==> config.mk <==
export PLATFORM = sky130hd
export DESIGN_NAME = bloom_probe_engine
export DESIGN_NICKNAME = d
export VERILOG_FILES = /design/src/rtl/bloom_probe_engine.sv
export SDC_FILE = /design/constraint.sdc
export NUM_CORES = 1
export LEC_CHECK = 0
export CAP_MARGIN = 20
export CORE_MARGIN = 3
export CORE_UTILIZATION = 55
export DETAILED_ROUTE_END_ITERATION = 16
export GPL_ROUTABILITY_DRIVEN = 0
export MAX_ROUTING_LAYER = met4
export PLACE_DENSITY = 0.7
export SKIP_CTS_REPAIR_TIMING = 1
export SYNTH_ARGS = -nofsm -noshare
export SYNTH_HDL_FRONTEND = slang
export SYNTH_SLANG_ARGS = --single-unit
==> constraint.sdc <==
create_clock -name clk -period 2.6 [get_ports clk]
set_input_delay 0.39 -clock clk [delete_from_list [all_inputs] [get_ports clk]]
set_output_delay 0.39 -clock clk [all_outputs]
set_load 0.01 [all_outputs]
==> src/rtl/bloom_probe_engine.sv <==
// Sequential Bloom-filter probe engine: double-hashes a key into K indices and
// reads (and for inserts, sets) one filter bit per cycle, then presents the K probe bits.
module bloom_probe_engine #(
  parameter int LOG_M = 8,
  parameter int W     = 32,
  parameter int K     = 4,
  parameter int CNT_W = 16
) (
  input  logic             clk,
  input  logic             rst_n,
  input  logic             clr,
  input  logic             in_valid,
  output logic             in_ready,
  input  logic [W-1:0]     in_key,
  input  logic             in_op,
  output logic             out_valid,
  input  logic             out_ready,
  output logic [K-1:0]     out_probe,
  output logic             out_op,
  output logic [CNT_W-1:0] insert_count
);

  localparam int M   = 1 << LOG_M;
  localparam int PCW = (K > 1) ? $clog2(K) : 1;

  typedef enum logic [1:0] {S_IDLE, S_PROBE, S_DONE} state_t;

  state_t           state, state_nxt;
  logic [M-1:0]     filt;
  logic [LOG_M-1:0] idx;
  logic [LOG_M-1:0] h2;
  logic [PCW-1:0]   pcnt;
  logic             op_q;
  logic [K-1:0]     probe_q;

  logic [LOG_M-1:0] h1_in;
  logic [LOG_M-1:0] h2_in;
  logic             accept;
  logic             last;

  assign h1_in = in_key[LOG_M-1:0] ^ in_key[2*LOG_M-1:LOG_M];
  // Odd stride guarantees K distinct indices modulo a power-of-two M.
  assign h2_in = (in_key[3*LOG_M-1:2*LOG_M] ^ in_key[4*LOG_M-1:3*LOG_M]) | LOG_M'(1);

  assign in_ready  = (state == S_IDLE) && !clr;
  assign out_valid = (state == S_DONE);
  assign accept    = in_valid && in_ready;
  assign last      = (pcnt == PCW'(K - 1));
  assign out_probe = probe_q;
  assign out_op    = op_q;

  always_ff @(posedge clk or negedge rst_n) begin
    if (!rst_n) state <= S_IDLE;
    else        state <= state_nxt;
  end

  always_comb begin
    state_nxt = state;
    case (state)
      S_IDLE:  if (accept) state_nxt = S_PROBE;
      S_PROBE: if (last) state_nxt = S_DONE;
      S_DONE:  if (out_ready) state_nxt = S_IDLE;
      default: state_nxt = S_IDLE;
    endcase
  end

  always_ff @(posedge clk or negedge rst_n) begin
    if (!rst_n) begin
      filt         <= '0;
      idx          <= '0;
      h2           <= '0;
      pcnt         <= '0;
      op_q         <= 1'b0;
      probe_q      <= '0;
      insert_count <= '0;
    end else begin
      case (state)
        S_IDLE: begin
          if (clr) begin
            filt         <= '0;
            insert_count <= '0;
          end else if (in_valid) begin
            idx     <= h1_in;
            h2      <= h2_in;
            op_q    <= in_op;
            pcnt    <= '0;
            probe_q <= '0;
          end
        end
        S_PROBE: begin
          // Sampled before this cycle's own write lands, so inserts report prior presence.
          probe_q[pcnt] <= filt[idx];
          if (op_q) filt[idx] <= 1'b1;
          idx  <= idx + h2;
          pcnt <= pcnt + PCW'(1);
          if (last && op_q && (insert_count != '1))
            insert_count <= insert_count + CNT_W'(1);
        end
        default: ;
      endcase
    end
  end

endmodule

==> results.cfg, run 1 <==
[clock_network]
clk_pin_slew_worst_paths_ns = 0.06
clkLatencyLatePin_ns = 0.57
cts-root-buf = clkbuf_16
tritoncts = yes
clock_sink_count = 297
tritoncts.num_buffers = 30
h_tree_lvls = 1
maximum_clock_path_buffer_count = 3

[floorplan]
start_util = 0.565
design.core.area_mm2 = 0.0245
dieHeight_um = 165
horizontal_die_dimension_um = 165
floorplan.die_area_mm2 = 0.0272
top_level_pins = 61
num_rows = 57

[synthesis]
synth_area_mm2 = 0.0139
synth.avg_cell_area_um2 = 10.2
synth.largest_area_cell = dfrtp_1
postSynthRegisterBits = 297
postSynthNetCount = 1415
synthAdderAreaFrac = 0.0123
seq_total_area_yosys = 0.536
synth_edf_count = 0
synthSimpleGateAreaFrac = 0.147
synth_top_area_share = 0.536
synthTopCellsByArea = dfrtp_1, a21oi_1, nor2_1
post_synth_xor_xnor_area = 0.0196
muxShareOfSynthArea = 0.103
post_synthesis_compound_gate_area_fraction = 0.138
dominant_combinational_cell_family_by_area_after_synthesis = simple AND/OR/NAND/NOR gates
async_reset_ff_frac = 1.00
synth_top_flop_cell = dfrtp_1
synth.yosys.warnings = 0
netlist-cell-type-count = 63
synthCells = 1364

[routing]
final_wirelength_um = 36300
route.detailed.wl_per_inst_um = 20.2
drtIter0Drc = 981
drt_pre_antenna_iters = 6
route.vias.total = 10700
post_drt_via_cell_ratio = 5.94
drt.antenna.violating_nets = 0
final_routed_drc_violation_total = 0

[critical_path]
critical_path.top_delay_family = simple AND/OR/NAND/NOR gates
timing.critical_path.fanout_max = 5
timing.critical_path.slowest_cell_delay_ns = 0.54
crit_path_slowest_cell = mux4_1
rr_worst_depth = 7
crit_type = reg -> reg
worst-endpoint-required_ns = 3.02
setup.worst_path.end_class = flop
buffers_inverters_on_critical_path = 2
timing.critical_path.depth = 7
setup.worst_path.start_class = flop
critical_path.cell_chain = buf_6, mux4_1, o2111ai_1, or4b_4, nor4b_4, buf_4, a32oi_1
arrival_ns = 2.99

[min_path]
worst_hold_path_type = in -> reg
hold-path-cell-count = 3

[sta]
final_max_slew_viol_count = 0
grt_setup_unrepaired = yes
finClkSkew_ns = 0.0154
slew-limit-headroom = 0.429
hold_violations = 0
worst-slew-pin-transition_ns = 0.853
period_minus_slack_ns = 2.57
post-route-period-util = 0.988
final.hold.worst_slack_ns = 0.370
finalSetupViolations = 0
fin_ws_ns = 0.0313
max_freq_ghz = 0.389

[placed_design]
dpl-instance-area_mm2 = 0.0152
i_o_buffers = 58
place_inst = 1740
worst_slack_placed_ns = -0.0245
detailed_place_hpwl_um = 23500

[global_route]
grt-busiest-layer = met2
global_routing_usage_on_met1 = 0.400
grt_antenna_before_repair = 0
grt_usage = 0.280
number_of_global_route_vias_before_repair = 10600
globalRouteMet3Util = 0.0336
grt_start_max_net_pins = 153
grt_first_pass_wirelength_um = 58400
overflow = 0
grt.met2_usage = 0.439

[cells_and_area]
fin_area_mm2 = 0.0163
layout.nets = 1507
area_of_the_multi_input_gates_mm2 = 0.00589
finish.utilization = 0.665
nFillCells = 1919
sequential_cell_area_mm2 = 0.00744
antenna_cells_inserted = 0
layout.cells.most_common_list = nor2_1, dfrtp_1, a21oi_1
area_growth_syn_to_layout_pct = 17.5
final_layout_size_suffix_gt1_frac = 0.151
final_cells = 1802
final_common_cell = nor2_1

[power]
vdd_ir_drop_max_mv = 1.37
power.static_leakage_nw = 7.63
power.density_mw_per_mm2 = 911

[status]
run_status = completed

[flow_run]
cap_violations = 0
[kinds of logic (layout without fill, tap and decap cells)]
group / after synthesis / after routing
flops: 297 / 297
fa+ha+maj: 13 / 13
xor+xnor: 31 / 31
buf+inv: 119 / 233
simple gates: 460 / 460
compound gates: 352 / 352
mux: 92 / 92
[registers in the layout (all words and copies together) (netlist names)]
signal / cells
insert_count: 16
out_op: 1
out_probe: 4
state: 2
filt: 256
pcnt: 2
h2: 8
idx: 8
[cell type report]
| class | count | share of cell area |
|---|---|---|
| Sequential cell | 297 | 0.456 |
| Multi-Input combinational cell | 948 | 0.361 |
| Timing Repair Buffer | 165 | 0.0986 |
| Clock buffer | 42 | 0.0513 |
| Tap cell | 324 | 0.0249 |
| Clock inverter | 12 | 0.00476 |
| Inverter | 14 | 0.00322 |
[tightest hold or removal path, stage by stage]
cell and delay [ns]:
clkdlybuf4s50_1 0.40, nand2_1 0.06, nand2_1 0.04
[where the power goes]
group,leakage [nW],switching (mW),internal [mW]
clock,0.454,1.79,2.24
sequential,4.10,0.301,4.92
combinational,3.08,3.37,2.24
total,7.63,5.46,9.40
[layer usage]
metal	up-vias	share of wire	wire length [µm]
met4	0	0.017	629
li1	4927	-	-
met2	346	0.48	17300
met1	5377	0.44	16100
met3	55	0.061	2220
met5	-	0	0
[synth_stat cells (all sizes together), types with 5 or more instances]
cell    number
o21ai       23
a32oi        5
dfrtp      297
nor3        19
nand4       17
nor2       302
inv         13
mux2i       52
nand2       59
clkbuf      60
xor2         7
ha          12
nand3       16
a22oi       15
mux4        40
and2        10
xnor2       24
nand2b       9
a21oi      281
buf         45
[through the flow]
stage,setup TNS (ns),power (mW)
after global placement,0,10.5
after CTS,-0.0669,14.6
after global routing,-0.00949,15.6
after detailed placement,-0.0277,10.6
final,0,14.9
after floorplan,0,8.69
[path summary, 6_finish.rpt]
check / start / end / slack (ns)
setup / recovery: idx[0] / out_probe[3] / 0.03
min in group asynchronous: rst_n / filt[225] / 0.40
hold reg to reg: h2[0] / h2[0] / 0.48
hold / removal: in_op / out_op / 0.37
max in group asynchronous: rst_n / filt[230] / 1.41
setup reg to reg: idx[0] / out_probe[3] / 0.03
(Power assumes the default switching activity.)
==> inputs of run 2 (changes only) <==
--- a/config.mk
+++ b/config.mk
@@ -10,7 +10,6 @@
 export CORE_UTILIZATION = 55
 export DETAILED_ROUTE_END_ITERATION = 16
 export GPL_ROUTABILITY_DRIVEN = 0
-export MAX_ROUTING_LAYER = met4
 export PLACE_DENSITY = 0.7
 export SKIP_CTS_REPAIR_TIMING = 1
 export SYNTH_ARGS = -nofsm -noshare
==> run 2 against run 1 <==
Clock skew shrank 0.0016 ns. Fmax shrank 0.30%. Via count shrank 0.21%. Register-to-register slack is essentially flat. Power is essentially flat. Non-clock buffer count shrank 2. Count of clock-buffer cells in the layout is the same. Wire length grew 0.12%. Sequential power is essentially flat.
==> results.cfg, run 2 (synthesis results as in run 1) <==
[floorplan]
design.core.area_mm2 = 0.0245
start_util = 0.565
top_level_pins = 61
num_rows = 57
dieHeight_um = 165
horizontal_die_dimension_um = 165
floorplan.die_area_mm2 = 0.0272

[sta]
hold_violations = 0
period_minus_slack_ns = 2.58
slew-limit-headroom = 0.484
post-route-period-util = 0.991
max_freq_ghz = 0.388
finClkSkew_ns = 0.0138
final.setup.tns_ns = 0
finalSetupViolations = 0
final_max_slew_viol_count = 0
final.hold.worst_slack_ns = 0.369
worst-slew-pin-transition_ns = 0.774

[status]
run_status = completed

[power]
vdd_ir_drop_max_mv = 1.36
power.static_leakage_nw = 7.62
power.density_mw_per_mm2 = 912

[critical_path]
crit_path_slowest_cell = mux4_1
critical_path.cell_chain = buf_6, mux4_1, o2111ai_1, or4b_4, nor4b_4, buf_4, a32oi_1
timing.critical_path.slowest_cell_delay_ns = 0.54
critical_path.top_delay_family = simple AND/OR/NAND/NOR gates
crit_type = reg -> reg
setup.worst_path.start_class = flop
timing.critical_path.fanout_max = 5
arrival_ns = 3.00
buffers_inverters_on_critical_path = 2
worst-endpoint-required_ns = 3.02
regToRegSetupSlack_ns = 0.02
setup.worst_path.end_class = flop

[cells_and_area]
layout.nets = 1505
area_growth_syn_to_layout_pct = 17.5
biggestRegsByFlops = filt: 256 flops, insert_count: 16 flops
final_layout_size_suffix_gt1_frac = 0.151
final_common_cell = nor2_1
fin_area_mm2 = 0.0163
largest_register_ff_count = 256
area_of_the_multi_input_gates_mm2 = 0.00589
antenna_cells_inserted = 0
sequential_cell_area_mm2 = 0.00744
layout.cells.most_common_list = nor2_1, dfrtp_1, a21oi_1
largest-register = filt
nFillCells = 1919
finish.utilization = 0.664

[routing]
met3_wirelength_um = 2430
drtIter0Drc = 1019
final_wirelength_um = 36400
route.detailed.wl_per_inst_um = 20.2
top_layer_used = met4
drt_pre_antenna_iters = 5
post_drt_via_cell_ratio = 5.94
wl_met2_um = 17300
route.vias.total = 10700
final_routed_drc_violation_total = 0
drt.antenna.violating_nets = 0
m1WireLength_um = 15900

[global_route]
overflow = 0
grt_first_pass_wirelength_um = 58400
grt_antenna_before_repair = 0
grt_start_max_net_pins = 153
number_of_global_route_vias_before_repair = 10600
grt_usage = 0.272

[clock_network]
clk_pin_slew_worst_paths_ns = 0.06
maximum_clock_path_buffer_count = 3
tritoncts = yes
clkLatencyLatePin_ns = 0.56
tritoncts.num_buffers = 30
h_tree_lvls = 1
clock_sink_count = 297
cts-root-buf = clkbuf_16

[placed_design]
i_o_buffers = 58
detailed_place_hpwl_um = 23500
dpl-instance-area_mm2 = 0.0152

[min_path]
worst_hold_path_type = in -> reg

[flow_run]
cap_violations = 0
## run 2: cell types whose count changed in the layout (fill, tap and decap cells not counted), sizes merged
cell  before  now
buf      105  103
## run 2: area by class of cell
type | instances | share of cell area
Clock inverter | 12 | 0.00476
Multi-Input combinational cell | 948 | 0.362
Sequential cell | 297 | 0.456
Tap cell | 324 | 0.0249
Inverter | 14 | 0.00322
Clock buffer | 42 | 0.0513
Timing Repair Buffer | 163 | 0.0977
## run 2: through the flow
stage          setup slack [ns]  std cells  power, mW
6_report                 0.0237       1800       14.9
3_3_place_gp             0.0355       1740       10.5
2_1_floorplan             0.231       1364       8.69
4_1_cts                 -0.0566       1794       14.6
5_1_grt                -0.00415       1800       15.6
3_5_place_dp            -0.0245       1740       10.6
## run 2: metal layers
metal | GRT usage | vias up
met1 | 0.400 | 5323
met4 | 0.0606 | 0
met3 | 0.0339 | 61
li1 | - | 4923
met5 | 0 | -
met2 | 0.439 | 376
## run 2: power by group
group	total (mW)	switching (mW)	internal (mW)
logic	5.60	3.37	2.23
registers	5.22	0.301	4.92
clock network	4.04	1.80	2.24
## run 2: path summary, 6_finish.rpt
kind,from,endpoint,depth (start not counted)
worst max-delay path,idx[0],out_probe[3],7
worst min-delay path,in_op,out_op,3
worst max register to register,idx[0],out_probe[3],7
worst min register to register,h2[0],h2[0],1
max in group asynchronous,rst_n,filt[230],3
min in group asynchronous,rst_n,filt[225],2
## run 2: tightest hold or removal path, cell delays in order
cell and delay [ns]:
clkdlybuf4s50_1 0.40, nand2_1 0.06, nand2_1 0.04
==> inputs of run 3 (changes only) <==
--- a/config.mk
+++ b/config.mk
@@ -7,10 +7,11 @@
 export LEC_CHECK = 0
 export CAP_MARGIN = 20
 export CORE_MARGIN = 3
-export CORE_UTILIZATION = 55
+export CORE_UTILIZATION = 42
 export DETAILED_ROUTE_END_ITERATION = 16
 export GPL_ROUTABILITY_DRIVEN = 0
-export PLACE_DENSITY = 0.7
+export GPL_TIMING_DRIVEN = 0
+export PLACE_DENSITY = 0.56
 export SKIP_CTS_REPAIR_TIMING = 1
 export SYNTH_ARGS = -nofsm -noshare
 export SYNTH_HDL_FRONTEND = slang
==> run 3 against run 2 <==
The flow now finishes with violations (negative setup slack). Wire length increased by 24%. Setup slack got worse by 0.030 ns. Combinational power increased by 16%. Cell count increased by 8.2%. Sequential share of layout area decreased by 1.8 points.
==> results.cfg, run 3 (synthesis results as in run 1) <==
[global_route]
grt_first_pass_wirelength_um = 68100
number_of_global_route_vias_before_repair = 10900
grt_usage = 0.252
overflow = 0
grt_antenna_before_repair = 0
grt_start_max_net_pins = 90

[power]
power.static_leakage_nw = 7.74
report.power.total_mw = 16.6
p_int_mw = 10.3
power.share.clock = 0.296
power.switching_fraction = 0.381
power.density_mw_per_mm2 = 977
power.switching_mw = 6.32
comb_power_share = 0.393
vdd_ir_drop_max_mv = 0.399
seqPwrFrac = 0.311

[floorplan]
top_level_pins = 61
floorplan.die_area_mm2 = 0.0352
num_rows = 65
dieHeight_um = 188
design.core.area_mm2 = 0.0320
start_util = 0.433
horizontal_die_dimension_um = 188

[clock_network]
tritoncts = yes
cts-root-buf = clkbuf_16
maximum_clock_path_buffer_count = 3
tritoncts.num_buffers = 35
h_tree_lvls = 2
clock_sink_count = 297
clkLatencyLatePin_ns = 0.52
clk_pin_slew_worst_paths_ns = 0.06

[sta]
final.setup.tns_ns = -0.0142
grt_setup_unrepaired = yes
final_max_slew_viol_count = 0
finClkSkew_ns = 0.0180
post-route-period-util = 1.00
worst-slew-pin-transition_ns = 0.701
max_freq_ghz = 0.384
period_minus_slack_ns = 2.61
hold_violations = 0
finalSetupViolations = 4
slew-limit-headroom = 0.528
fin_ws_ns = -0.00667

[routing]
post_drt_via_cell_ratio = 5.74
route.detailed.wl_per_inst_um = 23.1
drt_pre_antenna_iters = 5
final_routed_drc_violation_total = 0
drt.antenna.violating_nets = 0
final_wirelength_um = 45100
drtIter0Drc = 1086
route.vias.total = 11200

[status]
failed_checks = negative setup slack
run_status = finished, violations left

[cells_and_area]
layout.nets = 1542
area_of_the_multi_input_gates_mm2 = 0.00610
sequential_cell_area_mm2 = 0.00743
nFillCells = 2913
area_growth_syn_to_layout_pct = 22.4
final_layout_size_suffix_gt1_frac = 0.160
final_common_cell = dfrtp_1
layout.cells.most_common_list = dfrtp_1, nor2_1, a21oi_1
largest-register = filt
largest_register_ff_count = 256
antenna_cells_inserted = 0
biggestRegsByFlops = filt: 256 flops, insert_count: 16 flops

[placed_design]
i_o_buffers = 58
detailed_place_hpwl_um = 29600

[flow_run]
cap_violations = 0

[critical_path]
timing.critical_path.fanout_max = 10
arrival_ns = 2.99
worst-endpoint-required_ns = 2.98
crit_type = reg -> reg
setup.worst_path.end_class = flop
setup.worst_path.start_class = flop

[min_path]
worst_hold_path_type = in -> async
[run 3: cell types whose count changed in the layout (fill, tap and decap cells not counted), moves of 10 or more]
| cell | before | now |
|---|---|---|
| buf_2 | 0 | 11 |
| buf_4 | 86 | 28 |
| clkbuf_1 | 8 | 49 |
| clkbuf_2 | 0 | 12 |
| clkbuf_4 | 0 | 12 |
| nor2_1 | 299 | 287 |
| nor2_4 | 2 | 12 |
[run 3: path summary, 6_finish.rpt]
kind                         from            to  slack (ns)  cells after the start
max in group asynchronous   rst_n     filt[214]        0.65                      5
setup reg to reg           idx[0]  out_probe[2]      -0.007                      9
hold reg to reg             h2[0]         h2[0]        0.49                      1
setup / recovery           idx[0]  out_probe[2]      -0.007                      9
hold / removal              rst_n      filt[49]        0.41                      2
min in group clk            in_op        out_op        0.41                      3
[run 3: area by class of cell]
class	instances	area share
Tap cell	435	0.0321
Timing Repair Buffer	90	0.0545
Buffer	105	0.0458
Inverter	14	0.00310
Sequential cell	297	0.438
Clock inverter	7	0.00516
Multi-Input combinational cell	948	0.359
Clock buffer	52	0.0620
[run 3: critical path: stages, from the launching register on]
cell and delay, ns:
dfrtp_2 0.48, buf_4 0.16, and2_1 0.18, buf_4 0.25
a22oi_1 0.16, o2111ai_2 0.14, or4b_4 0.51, nor4b_4 0.30
buf_6 0.17, a32oi_1 0.10
[run 3: power groups by stage]
stage	logic (mW)	clock network, mW	registers [mW]
after floorplan	3.52	0	5.17
after CTS	5.52	4.95	5.15
final	6.51	4.91	5.15
after detailed placement	5.50	0	5.22
after global placement	5.45	0	5.23
after global routing	6.90	5.16	5.19
[run 3: stage by stage]
stage,setup slack (ns),utilization,cell area [µm²],instances,hold WS [ns]
final,-0.00667,0.530,17000,1948,0.406
after global routing,-0.0683,0.530,17000,1948,0.441
after CTS,-0.847,0.506,16200,1920,-0.163
after detailed placement,-0.831,0.471,15100,1861,0.375
after global placement,-12.15,0.468,15000,1857,0.456
after floorplan,0.231,-,13900,1364,0.0944
[run 3: per-layer routing]
layer	wire [µm]	share of wire	GRT usage	vias to the layer above
li1	-	-	-	5014
met1	19300	0.43	0.342	5639
met2	21100	0.47	0.405	444
met3	3370	0.075	0.0570	84
met4	1300	0.029	0.0797	0
met5	0	0	0	-
